**src/rtl/keypad_emulator.sv**
```systemverilog
// Emulates one key press on a 4x4 scanned matrix: bounce-in, clean hold, bounce-out, quiet gap (bounce phases only with KEYPAD_EMU_BOUNCE_EN).
// Latency: accept to key_ready = 2*BOUNCE+HOLD+GAP+1 cycles (HOLD+GAP+1 without bounce); col follows row combinationally.
// Backpressure: one request at a time; key_valid is ignored while busy and never queued.
module keypad_emulator #(
    parameter int HOLD_CYCLES   = 1000,
    parameter int BOUNCE_CYCLES = 64,
    parameter int GAP_CYCLES    = 1000
) (
    input  logic       clk,
    input  logic       reset_n,
    input  logic       key_valid,
    input  logic [3:0] key_code,
    output logic       key_ready,
    input  logic [3:0] row,
    output logic [3:0] col,
    output logic       busy,
    output logic       done
);

    localparam logic [15:0] HOLD_LEN   = (HOLD_CYCLES   == 0) ? 16'd1 : 16'(HOLD_CYCLES);
    localparam logic [15:0] BOUNCE_LEN = (BOUNCE_CYCLES == 0) ? 16'd1 : 16'(BOUNCE_CYCLES);
    localparam logic [15:0] GAP_LEN    = (GAP_CYCLES    == 0) ? 16'd1 : 16'(GAP_CYCLES);

    // Key at (r,c) sits in nibble r*4+c.
    localparam logic [63:0] KEYMAP = 64'hDF0E_C987_B654_A321;

    typedef enum logic [2:0] {
        IDLE,
        BOUNCE_IN,
        HOLD,
        BOUNCE_OUT,
        GAP
    } state_t;

    state_t      state;
    logic [15:0] cnt;
    logic [3:0]  key;
    logic        contact;

    always_ff @(posedge clk) begin
        if (!reset_n) begin
            state <= IDLE;
            cnt   <= 16'd0;
            key   <= 4'd0;
            done  <= 1'b0;
        end else begin
            done <= 1'b0;
            case (state)
                IDLE: begin
                    // The done cycle is still IDLE but must not accept.
                    if (key_valid && !done) begin
                        key <= key_code;
`ifdef KEYPAD_EMU_BOUNCE_EN
                        state <= BOUNCE_IN;
                        cnt   <= BOUNCE_LEN;
`else
                        state <= HOLD;
                        cnt   <= HOLD_LEN;
`endif
                    end
                end
`ifdef KEYPAD_EMU_BOUNCE_EN
                BOUNCE_IN: begin
                    if (cnt == 16'd1) begin
                        state <= HOLD;
                        cnt   <= HOLD_LEN;
                    end else begin
                        cnt <= cnt - 16'd1;
                    end
                end
                BOUNCE_OUT: begin
                    if (cnt == 16'd1) begin
                        state <= GAP;
                        cnt   <= GAP_LEN;
                    end else begin
                        cnt <= cnt - 16'd1;
                    end
                end
`endif
                HOLD: begin
                    if (cnt == 16'd1) begin
`ifdef KEYPAD_EMU_BOUNCE_EN
                        state <= BOUNCE_OUT;
                        cnt   <= BOUNCE_LEN;
`else
                        state <= GAP;
                        cnt   <= GAP_LEN;
`endif
                    end else begin
                        cnt <= cnt - 16'd1;
                    end
                end
                GAP: begin
                    if (cnt == 16'd1) begin
                        state <= IDLE;
                        cnt   <= 16'd0;
                        done  <= 1'b1;
                    end else begin
                        cnt <= cnt - 16'd1;
                    end
                end
                default: begin
                    state <= IDLE;
                    cnt   <= 16'd0;
                end
            endcase
        end
    end

`ifdef KEYPAD_EMU_BOUNCE_EN
    // x^8+x^6+x^5+x^4+1, free-running; bit 0 is the chattering contact.
    logic [7:0] lfsr;

    always_ff @(posedge clk) begin
        if (!reset_n) begin
            lfsr <= 8'hA5;
        end else begin
            lfsr <= {lfsr[6:0], lfsr[7] ^ lfsr[5] ^ lfsr[4] ^ lfsr[3]};
        end
    end

    always_comb begin
        contact = 1'b0;
        case (state)
            BOUNCE_IN, BOUNCE_OUT: contact = lfsr[0];
            HOLD:                  contact = 1'b1;
            default:               contact = 1'b0;
        endcase
    end
`else
    logic [15:0] unused_bounce_len;
    assign unused_bounce_len = BOUNCE_LEN;

    always_comb begin
        contact = (state == HOLD);
    end
`endif

    always_comb begin
        col = 4'b0000;
        for (int r = 0; r < 4; r++) begin
            for (int c = 0; c < 4; c++) begin
                if (row[r] && contact && (KEYMAP[(r*4+c)*4 +: 4] == key)) begin
                    col[c] = 1'b1;
                end
            end
        end
    end

    assign key_ready = (state == IDLE) && !done;
    assign busy      = !key_ready;

endmodule

```
**config.mk**
```make
export PLATFORM = sky130hd
export DESIGN_NAME = keypad_emulator
export DESIGN_NICKNAME = d
export VERILOG_FILES = /design/src/rtl/keypad_emulator.sv
export SDC_FILE = /design/constraint.sdc
export NUM_CORES = 1
export LEC_CHECK = 0
export CORE_ASPECT_RATIO = 1.25
export CORE_MARGIN = 5
export CORE_UTILIZATION = 55
export CTS_BUF_LIST = sky130_fd_sc_hd__clkbuf_8
export DETAILED_ROUTE_END_ITERATION = 10
export HOLD_SLACK_MARGIN = 0.08
export PLACE_DENSITY = 0.77
export SKIP_LAST_GASP = 1
export SYNTH_ARGS = -nofsm -noshare
export SYNTH_HDL_FRONTEND = slang
export SYNTH_SLANG_ARGS = --single-unit
```
**constraint.sdc**
```tcl
create_clock -name clk -period 3.45 [get_ports clk]
set_clock_uncertainty 0.1 [all_clocks]
set_input_delay 0.5175 -clock clk [delete_from_list [all_inputs] [get_ports clk]]
set_output_delay 0.5175 -clock clk [all_outputs]
set_load 0.01 [all_outputs]
```
### Word level (Yosys, flattened, before mapping)

Index checks and enable logic that the tools add are counted.

| word-level totals | value |
|---|---|
| flip-flop bits (word level) | 24 |
| bits of input ports | 11 |
| output and inout bits | 7 |

| operators by class | value |
|---|---|
| add/sub/neg operators | 1 |
| equality and inequality tests | 21 |
| multiplexer cells | 25 |
| reduce and logical (&&, ||, !) cells | 29 |

Operators by type and width:

| cell | count |
|---|---|
| $mux 16 | 3 |
| $pmux 16 s3 | 1 |
| $eq 4x4->1 const A | 8 |
| $logic_and 1x1->1 | 22 |
| $mux 1 | 17 |
| $eq 16x1->1 const B | 1 |
| $eq 3x4->1 const A | 4 |
| $sub 16x1->16 const B | 1 |
| $mux 3 | 3 |
| $pmux 3 s3 | 1 |
| $eq 2x4->1 const A | 2 |
| $eq 1x4->1 const A | 1 |
| $logic_not 4->1 | 1 |
| $ne 2x2->1 const B | 2 |
| $reduce_and 2->1 | 2 |
| $eq 3x2->1 const B | 1 |
| $eq 3x3->1 const B | 1 |
| $logic_not 3->1 | 1 |
| $reduce_and 3->1 | 1 |
| $logic_not 1->1 | 2 |
| $ne 2x1->1 const B | 1 |

### Logic depth before layout (Yosys ltp)

| logic depth | value |
|---|---|
| depth in word-level cells | 7 |
| mapped depth | 9 |

### Worst setup path after synthesis

OpenSTA, ideal clock, no wires.

| path | value |
|---|---|
| path type | register to register |
| from | register cnt[1] |
| to | register cnt[13] |
| data arrival time | 1698 ps |
| required time | 3226 ps |
| slack | 1528 ps |
| cell stages (with the launch flop) | 10 |
| path buffers | 2 |
| cells stage by stage | dfxtp_1 > inv_1 > ha_1 > nor4b_2 > nand4_2 > and3_1 > buf_6 > buf_6 > a31oi_1 > a21oi_1 |

| between the ends | value |
|---|---|
| word-level cells in the longest chain between the ends | 3 |
| elaborated cells between the ends (all ways) | 5 |
| those cells by class | 1 x add/sub; 1 x eq/ne; 3 x mux |

RTL lines:

| item | RTL line | RTL |
|---|---|---|
| start: declaration | 36 | `logic [15:0] cnt;` |
| start signal: assignment | 90 | `cnt <= cnt - 16'd1;` |
| start signal: assignment | 99 | `cnt <= cnt - 16'd1;` |
| $sub 16x1->16 or $eq 16x1->1 (tied branches) | -- |  |
| $mux 16 (on tied branches) | 94, 81 |  |
| $pmux 16 s3 (*) | 48 | `case (state)` |

Every way passes the cells marked *; elsewhere a longest branch is shown, timed or not.
A chain may end at the register's enable or synchronous reset.

### Final worst setup path

| path | value |
|---|---|
| from | input row[1] |
| to | output col[0] |

| between the ends | value |
|---|---|
| word-level cells in the longest chain between the ends | 5 |

RTL lines:

| item | RTL line | RTL |
|---|---|---|
| start: declaration | 14 | `input logic [3:0] row,` |
| $logic_and 1x1->1 (2 in a row) | 143 | `if (row[r] && contact && (KEYMAP[(r*4+c)*4 +: 4] == key)) begin` |
| $mux 1 (3 in a row) | 143 |  |
| end: declaration | 15 | `output logic [3:0] col,` |

No other way between the ends.

==> flow_summary.rst <==
.. list-table::
   :header-rows: 1

   * - Metric
     - Value
   * - Status
     - completed
   * - Setup crit end kind
     - output port
   * - Terminus of the critical flop-to-flop path
     - cnt[10]
   * - Total routing resource utilization after global routing
     - 19.5%
   * - Number of max-slew violations in the final report
     - 0
   * - Clock sinks
     - 23
   * - Headroom to the max-slew limit
     - 54.8%
   * - Commonest non-fill, non-tap cell in the layout
     - dfxtp_1
   * - Unrepaired setup endpoints after global routing
     - no
   * - H-Tree Level Count
     - 1
   * - Class of the most critical hold timing path
     - flip-flop to flip-flop
   * - Number of vias after detailed routing
     - 1490
   * - Warning count from the yosys run
     - 0
   * - Non-Filler Cell Area, Final
     - 1740 sq um
   * - Drt first-iter violations
     - 71
   * - # nets final
     - 215
   * - Number of design rule violations left after detail routing
     - 0
   * - Kind of start point of the critical path
     - primary input
   * - Maximum clock path buffer count
     - 2
   * - Tot Pwr
     - 0.788 mW
   * - Minimum clock period
     - 2860 ps
   * - CTS Buf Count
     - 3
   * - FF-to-FF setup slack
     - 1150 ps
   * - Power share of the clock group
     - 20.7%
   * - Share of final-layout standard cells stronger than drive strength 1
     - 9.45%
   * - Leak pwr
     - 0.623 nW
   * - Source of the worst hold timing path
     - cnt[12]
   * - Synthesized area per cell
     - 8.09 sq um
   * - Core box area
     - 2710 sq um
   * - Final worst setup slack
     - 592 ps
   * - Global-route congestion overflow total
     - 0
   * - Hold Crit Depth
     - 1
   * - Number of nets with antenna violations after detailed routing
     - 0
   * - Vias in the first global route
     - 1495
   * - Portion of the clock cycle consumed by the worst path in the final layout
     - 82.8%
   * - Count of port buffers added during placement
     - 17
   * - Fmax
     - 0.350 GHz
   * - Share of power burned in combinational logic
     - 33.2%
   * - Post-CTS setup buffer count
     - 0
   * - Final setup vio count
     - 0
   * - Detail-routed net length per standard cell
     - 16.2 um
   * - Register share of total power
     - 46.2%
   * - Area of the die
     - 4000 sq um
   * - Worst skew pair latency
     - 260 ps
   * - Hold_buf cts
     - 0
   * - Sw Share
     - 36.5%
   * - Async S/R FF share, synth
     - 0%
   * - Worst Tran Pin Value
     - 675 ps
   * - Area Overhead vs Synth
     - 12.2%
   * - Kind of critical path
     - primary input to output port
   * - Number of synthesized register bits
     - 23
   * - Worst-path fanout max
     - 2
   * - Post-Synthesis Cell Area
     - 1550 sq um
   * - Floorplan die width
     - 57.5 um
   * - Data arrival time at the worst-slack endpoint
     - 2240 ps
   * - Syn Inst Count
     - 192
   * - Psw
     - 0.288 mW
   * - Number of antenna cells inserted
     - 0
   * - Avg Vias per Cell
     - 6.34
   * - Reg2reg start
     - state[1]
   * - Routability congestion estimate
     - 0.899
   * - Final Util
     - 64.4%
   * - Max-cap check violation count
     - 0
   * - Most used cells in the layout excluding fill and tap cells
     - 23 x dfxtp_1, 21 x nand2_1, 18 x nor2_1
   * - Synthesized netlist net count
     - 205
   * - Data required, critical path
     - 2830 ps
   * - Starting density of the core
     - 57.4%
   * - Pre-antenna DRT Iters
     - 4
   * - Clock-pin slew on the worst setup and hold paths
     - 70 ps
   * - TritonCTS clock tree
     - done
   * - Master cell of the clock root buffer
     - clkbuf_8
   * - Wire length of the first global-routing pass
     - 6.43 mm
   * - Post-synth EDFFs
     - 0
   * - Chip Height
     - 69.4 um
   * - Post-placement worst setup slack
     - 597 ps
   * - Fraction of the yosys area taken by sequential cells
     - 29.6%
   * - Library cells used by synthesis
     - 49
   * - Capture endpoint of the worst hold path
     - cnt[12]
   * - Placed inst area
     - 1700 sq um
   * - FP Rows
     - 21
   * - Half-perimeter wire length after detailed placement
     - 2.88 mm
   * - Initial antenna violation count
     - 0
   * - Cell total after placement
     - 231
   * - VDD IR-drop max
     - 0.000261 V
   * - Overall routed net length
     - 3.81 mm
   * - Number of hold-slack violations in the final timing report
     - 0
   * - Worst-case hold slack
     - 393 ps
   * - Pin count of the biggest net entering global routing
     - 18
   * - Internal power
     - 0.501 mW
   * - Most frequently used flop master after synthesis
     - dfxtp_1
   * - Worst reg2reg path depth
     - 5
   * - Post-cts gate resize count
     - 0
   * - Number of cells in the finished layout apart from fillers
     - 235
   * - Number of ports placed on the die boundary
     - 18
   * - Setup tns final
     - 0 ps
   * - Cell Pwr Density
     - 452 nW/um^2
## area by class of cell
type	instances	area [sq um]
clock buffers	3	41.3
clock inverters	1	3.75
fillers	221	963
inverters	8	30.0
multi-input cells	149	995
flip-flops and latches	23	460
well taps	34	42.5
repair buffers	17	170
## metal layers
layer | share of wire [%] | global-route usage (%)
met2 | 53 | 35.4
met5 | 0 | 0
met4 | 3.0 | 9.28
met3 | 4.9 | 3.35
met1 | 39 | 21.1
## cell usage after synthesis (all sizes together), types with 5 or more instances
library cell	instances	area [sq um]
buf	5	42.5
nor2	18	67.6
a21oi	14	77.6
mux2i	7	70.1
nor3	7	51.3
o21ai	9	45.0
clkbuf	7	26.3
nand2	21	78.8
inv	8	30.0
a31oi	8	50.1
dfxtp	23	460
and2	5	31.3
or3	5	33.8
## power by group through the flow
stage / registers, mW / logic, mW / clock network (mW)
finish: 0.364 / 0.261 / 0.163
global route: 0.371 / 0.287 / 0.175
CTS: 0.362 / 0.258 / 0.167
detailed placement: 0.368 / 0.257 / 0
global placement: 0.365 / 0.244 / 0
floorplan: 0.345 / 0.213 / 0
## flip-flops by register name, indices dropped and copies added (netlist names)
signal,count
cnt,16
key,4
state,2
done,1
## critical path, cell delays in order
cell	delay, ps
clkdlybuf4s50_1	480
nand2_1	70
or3_1	310
a21oi_1	150
a41oi_1	60
nor2_1	110
clkdlybuf4s50_1	540
## worst max path at each step
| stage | depth (start not counted) | slack (ps) | to | start |
|---|---|---|---|---|
| final | 7 | 590 | col[0] | row[1] |
| after global routing | 7 | 510 | col[0] | row[1] |
| after CTS | 7 | 590 | col[0] | row[1] |
| after detailed placement | 7 | 600 | col[0] | row[1] |
| after global placement | 7 | 620 | col[0] | row[1] |
| after floorplan | 9 | 1530 | cnt[13] | cnt[1] |
## logic make-up (layout without fill, tap and decap cells)
group | count (synthesis) | count (layout) | synth area share (%)
buf+inv | 20 | 29 | 6.36
mux | 8 | 8 | 5.23
compound gates | 46 | 46 | 19.5
flops | 23 | 23 | 29.6
xor+xnor | 5 | 5 | 2.82
fa+ha+maj | 3 | 3 | 2.25
simple gates | 87 | 87 | 34.2
Power figures use the tool's default switching activity.
==> variant, RTL diff (same settings) <==
Re-encode `state_t` (5 states) as one-hot, 5 bits wide.
--- a/src/rtl/keypad_emulator.sv
+++ b/src/rtl/keypad_emulator.sv
@@ -24,12 +24,12 @@
     // Key at (r,c) sits in nibble r*4+c.
     localparam logic [63:0] KEYMAP = 64'hDF0E_C987_B654_A321;
 
-    typedef enum logic [2:0] {
-        IDLE,
-        BOUNCE_IN,
-        HOLD,
-        BOUNCE_OUT,
-        GAP
+    typedef enum logic [4:0] {
+        IDLE       = 5'b00001,
+        BOUNCE_IN  = 5'b00010,
+        HOLD       = 5'b00100,
+        BOUNCE_OUT = 5'b01000,
+        GAP        = 5'b10000
     } state_t;
 
     state_t      state;
Check against the original RTL: no difference found for any inputs over 10 cycles, from zero or initial values and one cycle with reset_n low; not proved beyond that.
==> variant against the unedited design <==
Sequential share of layout area is 1.2 points higher; wire length is 12% lower; critical endpoint unchanged; design area is 0.22% lower; sequential cell count is 1 higher; non-clock buffer count is 2 higher; largest cell class unchanged; area after synthesis is 3.1% lower; maximum frequency is 4.0% lower; setup slack worse by 0.12 ns.
Power is not compared: it rests on default switching activity, and its combinational part moved more than twofold at a synthesized area within 25%.
==> variant: results (changes against the unedited design) <==
metric,value,unit,change
track_usage,0.182,,-0.0130
status,completed,,
hp-start,cnt[14],,
grt_pass1_vias,1268,,-15%
synth_cell_type_count,44,,-10%
place_hpwl,2470,um,-14%
place_congestion,0.901,,+0.23%
syn_nets,207,,+0.98%
nNetsFinal,221,,+2.8%
vias,1448,,-2.8%
drive_gt1_frac,0.0676,,-0.0269
rr_endpoint,cnt[5],,
rr_startpoint,cnt[12],,
grt_use_met2,0.311,,-0.0436
synth_top_cell_area_share,0.319,,+0.0229
grt_use_met1,0.209,,-0.00179
grt_pass1_wl,5580,um,-13%
placed_cells,237,,+2.6%
finalNonFillerCells,241,,+2.6%
ir_drop,430,uV,
gr-usage-met3,0.0298,,-0.00372
critPathArrivalTime,2.36,ns,+0.12 ns
nFillCells,246,,+11%
grt_max_degree,14,,-4
ys_seq_area_frac,0.319,,+0.0229
syn-mean-instance-area,7.76,um^2,-4.1%
slew_headroom,0.578,,+0.0307
htreeDepth,1,,unchanged
synth_area_leaders,"dfxtp_1 32%, nor2_1 6.2%, a21oi_1 6.0%",,
cts-resized-gates,0,,unchanged
reg.largest.list,"cnt: 16 flops, key: 4 flops, state: 3 flops",,
path_max_fanout,4,,+2
switching_share,0.406,,
synth_commonest_cells,"25 x nor2_1, 24 x dfxtp_1, 18 x a21oi_1, 14 x nand3_1, 13 x nand2_1",,
min_path_cells,2,,+1
r2r_slack,1.26,ns,+0.11 ns
rr_worst_depth,5,,unchanged
hold_end,cnt[14],,
clockRootBuffer,clkbuf_8,,
drt-initial-drc-count,75,,+5.6%
routedWlPerCell,13.9,um,-14%
==> variant: cell count changes in the layout (fill, tap and decap cells not counted), sizes merged, moves of 4 or more <==
cell    before  now
nand3        3   14
nand2       21   13
nor2        18   25
xor2         2    8
a31oi        8    3
a21oi       14   18
inv          9    5
mux2i        7    3
nand2b       4    8
nand3b       4    0
nand4        1    5
nor3b        2    6
==> variant: layer usage <==
metal  wire length (um)  vias to the layer above  share of wire
met5                  0                        -              0
met4                102                        0          0.030
met3                185                        9          0.055
met2               1620                       47           0.48
met1               1440                      674           0.43
li1                   -                      718              -
==> variant: area by class of cell <==
cell class / count / area [um^2] / share of cell area
Timing Repair Buffer: 19 / 185 / 0.106
Sequential cell: 24 / 480 / 0.276
Tap cell: 34 / 42.5 / 0.0245
Multi-Input combinational cell: 155 / 957 / 0.550
Inverter: 5 / 18.8 / 0.0108
Clock buffer: 4 / 55.1 / 0.0317
==> variant: cells by family (layout without fill, tap and decap cells) <==
kind of cell,after synthesis,after routing,synth area share
adders and majority gates,2,2,0.0166
AOI/OAI and AO/OA,42,42,0.172
buffers and inverters,15,28,0.0449
DFF,24,24,0.319
xor gates and xnor gates,10,10,0.0582
and+or+nand+nor,97,97,0.362
muxes,4,4,0.0274
==> variant: power by group through the flow <==
stage,clock [uW],sequential (uW),combinational (uW)
after floorplan,0,386,448
after global placement,0,408,513
after CTS,197,405,531
after global routing,208,417,593
after detailed placement,0,411,523
final,190,407,531
==> variant: per-stage QoR <==
stage               power, uW  area [um^2]  utilization  worst slack, ns  hold slack [ns]
finish                   1130         1740        0.655            0.472            0.395
detailed placement        934         1680        0.635            0.543            0.380
floorplan                 834         1510            -             1.54            0.352
global placement          921         1680        0.635            0.582            0.369
global route             1220         1740        0.655            0.360            0.424
CTS                      1130         1740        0.655            0.532            0.393
==> variant: worst max-delay path by stage <==
stage | start | end | cells past startpoint
after floorplan | key[3] | col[1] | 6
after global placement | row[2] | col[1] | 7
after detailed placement | row[1] | col[0] | 7
after CTS | row[2] | col[1] | 7
after global routing | row[1] | col[0] | 7
final | row[1] | col[0] | 7
==> variant: worst max-delay path: cells and delay by family <==
kind / cells / cell delay (ns)
buffers and inverters: 2 / 1.08
and+or+nand+nor: 2 / 0.40
AOI/OAI and AO/OA: 3 / 0.36
